File: src/rtl/modport_source_driver_pkg.sv
// Shared lane types and elaboration-time index helpers for the source/sink lane bus.
package modport_lane_pkg;

   localparam int unsigned LANE_W = 1;

   typedef logic [LANE_W-1:0] lane_t;

   // Index of the derived (top) lane for an n-lane bus.
   function automatic int unsigned top_lane(input int unsigned n);
      return n - 1;
   endfunction

endpackage

File: src/rtl/modport_source_driver_if.sv
// One-bit lane: producers attach via the source modport, consumers via sink.
interface lane_if;
   import modport_lane_pkg::*;

   lane_t logic_in_intf;

   modport source (output logic_in_intf);
   modport sink   (input  logic_in_intf);

endinterface

File: src/rtl/modport_source_driver_lane_reg.sv
// Single lane register driving its lane through the source modport.
module lane_reg
   import modport_lane_pkg::*;
(
   input  logic         clk,
   input  logic         rst,
   input  logic         en,
   input  lane_t        d,
   lane_if.source       q
);

   always_ff @(posedge clk) begin
      if (rst) begin
         q.logic_in_intf <= '0;
      end else if (en) begin
         q.logic_in_intf <= d;
      end
   end

endmodule

File: src/rtl/modport_source_driver.sv
// Drives N lanes from data_in; the top lane is optionally the inverse of the lane below.
module modport_source_driver
   import modport_lane_pkg::*;
#(
   parameter int unsigned N       = 6,
   parameter bit          INV_TOP = 1'b1
) (
   input  logic         clk,
   input  logic         rst,
   input  logic         en,
   input  logic [N-1:0] data_in,
   output logic [N-1:0] lane_out,
   output logic         lane_ok
);

   localparam int unsigned TOP = top_lane(N);

   logic [N-1:0] d_vec;
   logic         top_d;

   // Derived lane is taken from the input so both top lanes move on the same edge.
   assign top_d = INV_TOP ? ~data_in[TOP-1] : data_in[TOP];

   always_comb begin
      d_vec      = data_in;
      d_vec[TOP] = top_d;
   end

   lane_if lanes [N] ();

   for (genvar i = 0; i < N; i++) begin : g_lane
      lane_reg u_lane_reg (
         .clk (clk),
         .rst (rst),
         .en  (en),
         .d   (lane_t'(d_vec[i])),
         .q   (lanes[i])
      );
      assign lane_out[i] = lanes[i].logic_in_intf;
   end

   // Consistency of the derived lane, evaluated on the values being loaded.
   always_ff @(posedge clk) begin
      if (rst) begin
         lane_ok <= 1'b1;
      end else if (en) begin
         lane_ok <= INV_TOP ? (d_vec[TOP] == ~d_vec[TOP-1]) : 1'b1;
      end
   end

endmodule

File: config.mk
export PLATFORM = sky130hd
export DESIGN_NAME = modport_source_driver
export DESIGN_NICKNAME = d
export VERILOG_FILES = /design/src/rtl/modport_source_driver_pkg.sv /design/src/rtl/modport_source_driver_if.sv /design/src/rtl/modport_source_driver_lane_reg.sv /design/src/rtl/modport_source_driver.sv
export SDC_FILE = /design/constraint.sdc
export NUM_CORES = 1
export LEC_CHECK = 0
export CORE_AREA = 2 2 39 41
export CTS_CLUSTER_DIAMETER = 150
export DETAILED_ROUTE_END_ITERATION = 16
export DIE_AREA = 0 0 41 43
export SLEW_MARGIN = 10
export SYNTH_ARGS = -nofsm -noshare
export SYNTH_HDL_FRONTEND = slang
export SYNTH_SLANG_ARGS = --single-unit
File: constraint.sdc
create_clock -name clk -period 1 [get_ports clk]
set_clock_uncertainty 0.05 [all_clocks]
set_input_delay 0.1 -clock clk [delete_from_list [all_inputs] [get_ports clk]]
set_output_delay 0.1 -clock clk [all_outputs]
set_load 0.05 [all_outputs]
==> impl_metrics.csv <==
group,metric,value,unit
setup_path,arrival,770,ps
grt,grt_usage,0.0753,
setup_path,critical_path_class,"register to output pin",
detailed_routing,routed-via-count,183,
detailed_routing,dr.first_iter.drc_count,1,
floorplanning,rows,14,
pwr,ir_drop,0.456,mV
sta,period_needed,918,ps
clock_tree,htreeDepth,1,
cells_and_area,n_antenna_cell,0,
setup_path,slowest_delay,370,ps
setup_path,endpoint_kind,"output pin",
yosys,synth_warnings,0,
yosys,synthTopCellsByArea,"dfxtp_1 44%, buf_4 19%, mux2i_1 18%, nor2_1 8.3%, a211oi_2 4.6%",
floorplanning,fp.dieW,41,um
pwr,p_per_area,1490,nW/um2
cells_and_area,multi_input_area,88.8,um2
clock_tree,cts_sinks,6,
detailed_routing,ant_nets,0,
yosys,syn_nets,36,
yosys,yosysTopAreaCellShare,0.440,
cells_and_area,seqCellArea,120,um2
yosys,syn_area,273,um2
clock_tree,ctsRootBufferMaster,"clkbuf_4",
detailed_routing,first_pass_iters,2,
setup_path,rr_startpoint,"g_lane[0].u_lane_reg.q.logic_in_intf",
sta,slew_viol_final,0,
clock_tree,cts_tree,"built",
setup_path,critical_path_required,850,ps
grt,grt_pass1_wl,814,um
min_path,hp-class,"input port to register",
floorplanning,die_height,43,um
clock_tree,ctsResizeCount,0,
yosys,seq_area_frac_synth,0.440,
sta,hold_ws,433,ps
cells_and_area,syn_to_final_growth,64.7,%
detailed_routing,drc,0,
place,place.gp.congestion,0.552,
setup_path,path_cells,"buf_12",
floorplanning,initial_core_util,0.197,
sta,max_freq,1090,MHz
setup_path,cpMaxStageDelayCell,"dfxtp_1",
sta,hold_viol_final,0,
grt,grt_pass1_vias,196,
setup_path,critPathLaunchType,"register",
pwr,p_leak,0.193,nW
cells_and_area,nFillCells,149,
cells_and_area,reg.largest.list,"g_lane.u_lane_reg.q.logic_in_intf x6",
yosys,ys_types,7,
run,cap_viol_max_count,0,
cells_and_area,largest_register,"g_lane.u_lane_reg.q.logic_in_intf",
cells_and_area,fin_nets,47,
grt,antenna_found_initial,0,
setup_path,crit_path_start,"g_lane[0].u_lane_reg.q.logic_in_intf",
yosys,synthCells,27,
cells_and_area,largest_register_ffs,6,
yosys,synth_seq_cells,6,
clock_tree,numCtsBuffers,3,
floorplanning,core,1380,um2
sta,finalSetupTns,0,ps
clock_tree,post_cts_buffers,0,
clock_tree,cts_hold_buf,0,
sta,final.setup.worst_slack,82.2,ps
sta,period_share,0.918,
setup_path,critPathTopFamily,"flip-flops",
sta,setup_viol,0,
place,post-place-ws,-168,ps
detailed_routing,via_per_inst,3.52,
setup_path,crit_path_max_fanout,2,
detailed_routing,wirelength,481,um
floorplanning,ioPinCount,16,
pwr,total_power,0.670,mW
floorplanning,dieArea,1760,um2
clock_tree,cts.path.max_buffers,2,
clock_tree,path_clk_slew,50,ps
sta,grt_setup_unrepaired,"no",
detailed_routing,routedWlPerCell,9.25,um
yosys,syn_area_per_cell,10.1,um2
grt,grt_max_degree,8,
run_status,status,"completed",
place,port_buffers,13,
yosys,yosys.area.top_type,"dfxtp_1",
min_path,holdCritStartpoint,"data_in[3]",
clock_tree,clk_latency,240,ps
grt,grt_overflow,0,
cells_and_area,drive_above_1_share,0.306,
setup_path,path_buf_inv,1,
## routing by layer
layer,GRT usage,vias to the layer above,routed length (um)
li1,-,98,-
met1,0.0900,78,223
met2,0.0906,7,220
met3,0.0314,0,37
met4,0.0800,0,0
met5,0,-,0
## cell type report
cell class                      instances  share of cell area
Timing Repair Buffer                   14               0.440
Sequential cell                         6               0.267
Multi-Input combinational cell         13               0.198
Clock buffer                            3              0.0501
Tap cell                               16              0.0446
## metrics by stage
| step | instances | area, um2 | util |
|---|---|---|---|
| floorplan | 27 | 273 | - |
| global placement | 49 | 427 | 0.308 |
| detailed placement | 49 | 427 | 0.308 |
| CTS | 52 | 449 | 0.325 |
| global route | 52 | 449 | 0.325 |
| finish | 52 | 449 | 0.325 |
## placed cells by master, fill, tap and decap left out, drive strengths merged
cell           n
conb           1
a211oi         1
dfxtp          6
clkdlybuf4s50  7
nor2           6
clkbuf         3
buf            7
mux2i          5
## final timing paths
check	to	slack (ps)	cells past startpoint
min	g_lane[3].u_lane_reg.q.logic_in_intf	430	3
min reg2reg	g_lane[4].u_lane_reg.q.logic_in_intf	500	2
max	lane_out[0]	80	1
max reg2reg	g_lane[0].u_lane_reg.q.logic_in_intf	310	2
## cell usage after synthesis
| cell | n |
|---|---|
| nor2_1 | 6 |
| mux2i_1 | 5 |
| dfxtp_1 | 6 |
| buf_6 | 1 |
| conb_1 | 1 |
| buf_4 | 7 |
| a211oi_2 | 1 |
## where the power goes
part           leakage [nW]  internal (mW)  switching [mW]
Combinational         0.130         0.0935          0.0865
Clock                0.0138          0.136          0.0855
Sequential           0.0496          0.255          0.0145
## cells by family (layout without fill, tap and decap cells)
kind of cell,after synthesis,in the layout,share of synthesized area
muxes,5,5,0.183
other,1,1,0.0137
buffers and inverters,8,17,0.234
and+or+nand+nor,6,6,0.0826
DFF,6,6,0.440
AOI/OAI and AO/OA,1,1,0.0459
Power figures use the tool's default switching activity.
